**src/rtl/serial_to_parallel_rx.sv**
```systemverilog
// Receive-side deserialiser: aligns the 1-bit line stream on COM symbols and,
// once locked, emits one byte with a payload flag every 8 bit-clocks.
module serial_to_parallel_rx #(
    parameter logic [7:0] COM_SYMBOL     = 8'hBC,
    parameter int         COM_LOCK_COUNT = 4
) (
    input  logic       clk_32f,
    input  logic       reset,
    input  logic       data_in,
    output logic [7:0] data_out,
    output logic       valid_out,
    output logic       byte_strobe,
    output logic       active
);

    localparam int CW = $clog2(COM_LOCK_COUNT + 1);
    localparam logic [CW-1:0] LAST_COM = CW'(COM_LOCK_COUNT - 1);

    typedef enum logic [1:0] {
        SEARCH = 2'd0,
        COUNT  = 2'd1,
        ACTIVE = 2'd2
    } state_t;

    state_t          r_state;
    // Only the 7 newest history bits are ever read; the 8th comes from data_in.
    logic [6:0]      r_sr;
    logic [2:0]      r_bit_cnt;
    logic [CW-1:0]   r_com_cnt;
    logic [7:0]      r_data_out;
    logic            r_valid_out;
    logic            r_byte_strobe;
    logic            r_active;

    logic [7:0]      w_win;
    logic            w_is_com;
    logic            w_boundary;

    assign w_win      = {r_sr, data_in};
    assign w_is_com   = (w_win == COM_SYMBOL);
    assign w_boundary = (r_bit_cnt == 3'd7);

    assign data_out    = r_data_out;
    assign valid_out   = r_valid_out;
    assign byte_strobe = r_byte_strobe;
    assign active      = r_active;

    // Shift register, bit counter, alignment/lock FSM and registered outputs.
    always_ff @(posedge clk_32f) begin
        if (reset) begin
            r_state       <= SEARCH;
            r_sr          <= 7'd0;
            r_bit_cnt     <= 3'd0;
            r_com_cnt     <= '0;
            r_data_out    <= 8'd0;
            r_valid_out   <= 1'b0;
            r_byte_strobe <= 1'b0;
            r_active      <= 1'b0;
        end else begin
            r_sr          <= w_win[6:0];
            r_bit_cnt     <= r_bit_cnt + 3'd1;
            r_byte_strobe <= 1'b0;
            case (r_state)
                SEARCH: begin
                    // Any COM in the window fixes byte alignment, whatever bit_cnt was.
                    if (w_is_com) begin
                        r_bit_cnt <= 3'd0;
                        r_com_cnt <= CW'(1);
                        r_state   <= COUNT;
                    end
                end
                COUNT: begin
                    if (w_boundary) begin
                        if (w_is_com) begin
                            if (r_com_cnt == LAST_COM) begin
                                r_state  <= ACTIVE;
                                r_active <= 1'b1;
                            end else begin
                                r_com_cnt <= r_com_cnt + CW'(1);
                            end
                        end else begin
                            r_com_cnt <= '0;
                            r_state   <= SEARCH;
                        end
                    end
                end
                ACTIVE: begin
                    if (w_boundary) begin
                        r_data_out    <= w_win;
                        r_valid_out   <= ~w_is_com;
                        r_byte_strobe <= 1'b1;
                    end
                end
                default: begin
                    r_state <= SEARCH;
                end
            endcase
        end
    end

endmodule

```
**config.mk**
```make
export PLATFORM = sky130hd
export DESIGN_NAME = serial_to_parallel_rx
export DESIGN_NICKNAME = d
export VERILOG_FILES = /design/src/rtl/serial_to_parallel_rx.sv
export SDC_FILE = /design/constraint.sdc
export NUM_CORES = 1
export LEC_CHECK = 0
export ABC_CLOCK_PERIOD_IN_PS = 3200
export CAP_MARGIN = 25
export CORE_MARGIN = 3
export CORE_UTILIZATION = 55
export CTS_BUF_LIST = sky130_fd_sc_hd__clkbuf_8
export DETAILED_ROUTE_END_ITERATION = 12
export GPL_TIMING_DRIVEN = 1
export PLACE_DENSITY = 0.81
export SYNTH_ARGS = -nofsm -noshare
export SYNTH_HDL_FRONTEND = slang
export SYNTH_SLANG_ARGS = --single-unit
```
**constraint.sdc**
```tcl
create_clock -name clk_32f -period 3.2 [get_ports clk_32f]
set_input_delay 0.32 -clock clk_32f [delete_from_list [all_inputs] [get_ports clk_32f]]
set_output_delay 0.32 -clock clk_32f [all_outputs]
set_load 0.05 [all_outputs]
```
Yosys cells after proc, flatten, opt, wreduce, memory -nomap -nowiden
Cells that the tools add are included.

Memory bits (writable): 0. Memories: 0. ROM bits: 0. Latch bits: 0. Word-level logic and storage cells: 41. Input port bits: 3. Flip-flop bits (word level): 26. Output and inout port bits: 11.

Multiplexer cells: 13. Eq/ne operators: 9. Add/sub/neg operators: 2. Multipliers: 0. Shift operators: 0. $lt $le $gt $ge: 0. Divide/modulo/power cells: 0. Reduce and logical (&&, ||, !) cells: 7. Bitwise logic cells: 2.

Operator list (count): $mux W3 (6); $reduce_and A4 Y1 (3); $eq A8 B8 Y1 const B (1); $mux W2 (4); $add A3 B1 Y3 const B (2); $ne A3 B3 Y1 const B (2); $pmux W2 S3 (1); $pmux W3 S2 (1); $ne A2 B2 Y1 const B (2); $eq A3 B2 Y1 const B (1); $eq A3 B3 Y1 const B (1); $eq A2 B1 Y1 const B (1); $eq A2 B2 Y1 const B (1); $logic_not A2 Y1 (1); $not A1 Y1 (2); $reduce_and A2 Y1 (1); $reduce_bool A2 Y1 (1); $reduce_or A2 Y1 (1); $mux W1 (1).

Depth between registers and ports, before layout
Depth in word-level cells: 5. Gate-level depth with buffers: 6. Mapped depth without buffers: 6.

Worst setup path after synthesis
No wires, ideal clock.

Kind: reg2reg. Start: reg r_sr[5]. End: reg r_com_cnt[0]. Path buffers: 0. Arrival time: 1308 ps. Path slack: 1801 ps. Library setup time: 91 ps. Cell stages (with the launch flop): 5. Period minus slack after synthesis: 1399 ps. Path through: dfxtp_1 > or4b_4 > nor2_4 > a31oi_1 > a311oi_1.

Cells in the longest elaborated chain, start to end: 4. Elaborated cells between the ends (all ways): 7. Those cells by class: eq/ne: 3; mux: 3; reduce/logical: 1.

RTL lines: start, declared (line 27) `logic [6:0] r_sr;`; start signal, assigned (line 60) `r_sr <= w_win[6:0];`; $eq A8 B8 Y1 (*) (line 40) `assign w_is_com = (w_win == COM_SYMBOL);`; $mux W3 (line 74) `if (w_is_com) begin`; $mux W3 (line 73) `if (w_boundary) begin`; $pmux W3 S2 (line 63) `case (r_state)`; end signal, assigned (line 79) `r_com_cnt <= r_com_cnt + CW'(1);`; end, declared (line 29) `logic [CW-1:0] r_com_cnt;`.

Every way passes the cells marked *; elsewhere a longest branch is shown, timed or not. The select of a mux whose other input is x is not followed. A chain may end at the register's enable or synchronous reset.

Worst setup path after layout
Start: reg r_data_out[1] (netlist: data_out[1]). End: out data_out[1].

RTL lines: start, declared (line 30) `logic [7:0] r_data_out;`; start signal, assigned (line 89) `r_data_out <= w_win;`; end, declared (line 10) `output logic [7:0] data_out,`.

No word-level cell between the ends.

==> reports/qor.yml <==
clock_tree:
  postCtsSetupRepairBufs: 0
  cts_root_buffer: "clkbuf_8"
  htreeDepth: 1
  clock-sinks: 26
  cts_buffers: 3
  cts-resized-gates: 0
  hold_buffers: 0
  cts_tree: "done"
  clk_pin_slew_worst_paths_ns: 0.09
  cts_buffer_depth: 2
  clock_latency_ns: 0.27
global_route:
  antenna_found_initial: 0
  grt_overflow: 0
  grt_pass1_vias: 701
  grt_max_degree: 25
  grt_pass1_wl_um: 3170
  grt_usage_pct: 17.5
logic_synthesis:
  synth-xor-area-share_pct: 0
  seq_area_frac_synth_pct: 52.6
  synth_warnings: 0
  synth_top_cell_area_share_pct: 52.6
  yosysTopAreaCell: "dfxtp_1"
  synth-compound-area-share_pct: 8.60
  avgSynthCellArea_um2: 9.90
  synth_fa_ha_area_share_pct: 5.06
  synth_nets: 107
  synth_top_cells_by_area: "dfxtp_1 (53%), mux2i_1 (8.1%), nor2_1 (5.7%)"
  ys_ff_latch: 26
  netlist_area_um2: 990
  synth.mux.area_fraction_pct: 8.09
  synth_cell_types: 26
  synth_top_family_by_area: "simple AND/OR/NAND/NOR gates"
  synthCells: 100
  synth-simple-area-share_pct: 21.0
critical_path:
  reg2regPathDepth: 6
  start_kind: "register"
  max_stage_delay_ns: 0.81
  crit_family: "buffers and inverters"
  critPathArrivalTime_ns: 1.42
  end_kind: "primary output"
  crit_type: "register to primary output"
  crit_buf_inv: 1
  slowest_stage: "clkdlybuf4s50_1"
  timing.rr.end: "valid_out"
  r2r_start: "r_bit_cnt[0]"
  r2r_slack_ns: 1.47
  path_max_fanout: 2
  path_cells: "clkdlybuf4s50_1"
  crit_required_ns: 2.88
routing:
  wire_per_inst_um: 13.3
  drt-met1-wl_um: 789
  vias_per_cell: 5.50
  ant_nets: 0
  wl_met2_um: 877
  drt-total-wl_um: 1830
  remaining_drc_errors: 0
  routed.top_layer: "met4"
  vias: 759
  routed-wl-met3_um: 123
  drt-pass1-iter-count: 4
  drt_iter0_markers: 25
timing:
  period_needed_ns: 1.74
  maxSlewHeadroom_pct: 44.3
  setup_violations: 0
  tightest_slew_ns: 0.834
  period_share_pct: 54.5
  max_freq_mhz: 574
  final_hold_viol_count: 0
  grt_setup_unrepaired: "no"
  setup_ws_ns: 1.46
  tns_ns: 0
  slew_viol_final: 0
  finClkSkew_ns: 0.00505
min_path:
  holdPathStages: 1
  min_from: "r_bit_cnt[0]"
  hold_path_end: "r_bit_cnt[0]"
  min_path_type: "register to register"
floorplan:
  initial_core_util_pct: 62.1
  die_h_um: 48.4
  die_area_um2: 2340
  core.rowCount: 14
  core-area_um2: 1590
  die_x_um: 48.4
  io_pins: 14
power:
  max-vdd-ir-drop_mv: 0.578
  power_per_cell_area_nw_per_um2: 510
  p_leak_nw: 0.496
cells_and_area:
  nets: 122
  synthToLayoutAreaGrowth_pct: 22.1
  num_antenna_cells: 0
  drive_above_1_share_pct: 6.14
  fillers: 110
placement:
  pre_cts_slack_ns: 1.24
  gp_congestion: 0.834
  hpwlAfterDp_um: 1240
  numPortBuffers: 13
status:
  status: "finished, final reports clean"
flow_run:
  drv_cap: 0
where the power goes:
part           internal (mW)  switching, mW
Clock                  0.167          0.101
Combinational        0.00680        0.00938
Sequential             0.328        0.00307
per-layer routing:
| layer | track usage, % | vias to the layer above |
|---|---|---|
| li1 | - | 370 |
| met1 | 20.1 | 345 |
| met2 | 29.4 | 39 |
| met3 | 4.60 | 5 |
| met4 | 9.95 | 0 |
| met5 | 0 | - |
cell usage after synthesis:
| cell type | instances |
|---|---|
| dfxtp_1 | 26 |
| nor2_1 | 15 |
| inv_1 | 9 |
| mux2i_1 | 8 |
| nor2b_1 | 7 |
| ha_1 | 4 |
| a21oi_1 | 3 |
| a31oi_1 | 3 |
| nand2_1 | 3 |
| clkbuf_1 | 2 |
| nand4_1 | 2 |
| nor3_1 | 2 |
| o21ai_0 | 2 |
| o32ai_1 | 2 |
| a22oi_1 | 1 |
| a311oi_1 | 1 |
| and4_1 | 1 |
| buf_2 | 1 |
| nand2b_1 | 1 |
| nand3_1 | 1 |
| nand3b_1 | 1 |
| nor2_4 | 1 |
| nor4b_2 | 1 |
| o21a_1 | 1 |
| or3_1 | 1 |
| or4b_4 | 1 |
through the flow:
stage / util, % / std cells / hold slack (ns) / instance area, um^2 / total power [mW]
6_report: 75.8 / 138 / 0.427 / 1210 / 0.616
5_1_grt: 75.8 / 138 / 0.449 / 1210 / 0.635
4_1_cts: 75.8 / 138 / 0.428 / 1210 / 0.621
3_5_place_dp: 71.4 / 134 / 0.415 / 1140 / 0.355
3_3_place_gp: 71.4 / 134 / 0.409 / 1140 / 0.354
2_1_floorplan: - / 100 / 0.392 / 990 / 0.349
registers in the layout, indices dropped and copies added (netlist names):
register and count:
r_bit_cnt 3, valid_out 1, r_com_cnt 3, data_out 8
byte_strobe 1, r_state 2, r_sr 7, active 1
cell families after synthesis:
kind of cell    Yosys count
compound gates           13
simple gates             37
flops                    26
buf+inv                  12
fa+ha+maj                 4
mux                       8
layout make-up:
cell class              instances  area [um^2]  share of cell area (%)
flip-flops and latches         26          520                    43.1
inverters                       9         33.8                    2.80
repair buffers                 13          130                    10.8
multi-input cells              62          423                    35.0
well taps                      24         30.0                    2.48
clock buffers                   3         41.3                    3.42
clock inverters                 1         30.0                    2.48
how the worst max path moves through the flow:
stage	start	endpoint	slack (ns)	cells after the start
after floorplan	r_sr[5]	r_com_cnt[0]	1.80	4
after global placement	data_in	r_com_cnt[0]	1.29	5
after detailed placement	data_in	r_com_cnt[2]	1.24	5
after CTS	data_out[1]	data_out[1]	1.45	1
after global routing	r_bit_cnt[0]	valid_out	1.31	6
final	data_out[1]	data_out[1]	1.46	1
placed cells by master, fill, tap and decap left out, types with 2 or more instances in the layout:
| master | count |
|---|---|
| nor3_1 | 2 |
| inv_1 | 9 |
| a21oi_1 | 3 |
| nand4_1 | 2 |
| nand2_1 | 3 |
| mux2i_1 | 8 |
| a31oi_1 | 3 |
| clkdlybuf4s50_1 | 13 |
| nor2_1 | 15 |
| clkbuf_8 | 3 |
| nor2b_1 | 7 |
| o32ai_1 | 2 |
| ha_1 | 4 |
| o21ai_0 | 2 |
| dfxtp_1 | 26 |
Note: power is estimated with default switching activity, not from simulation.
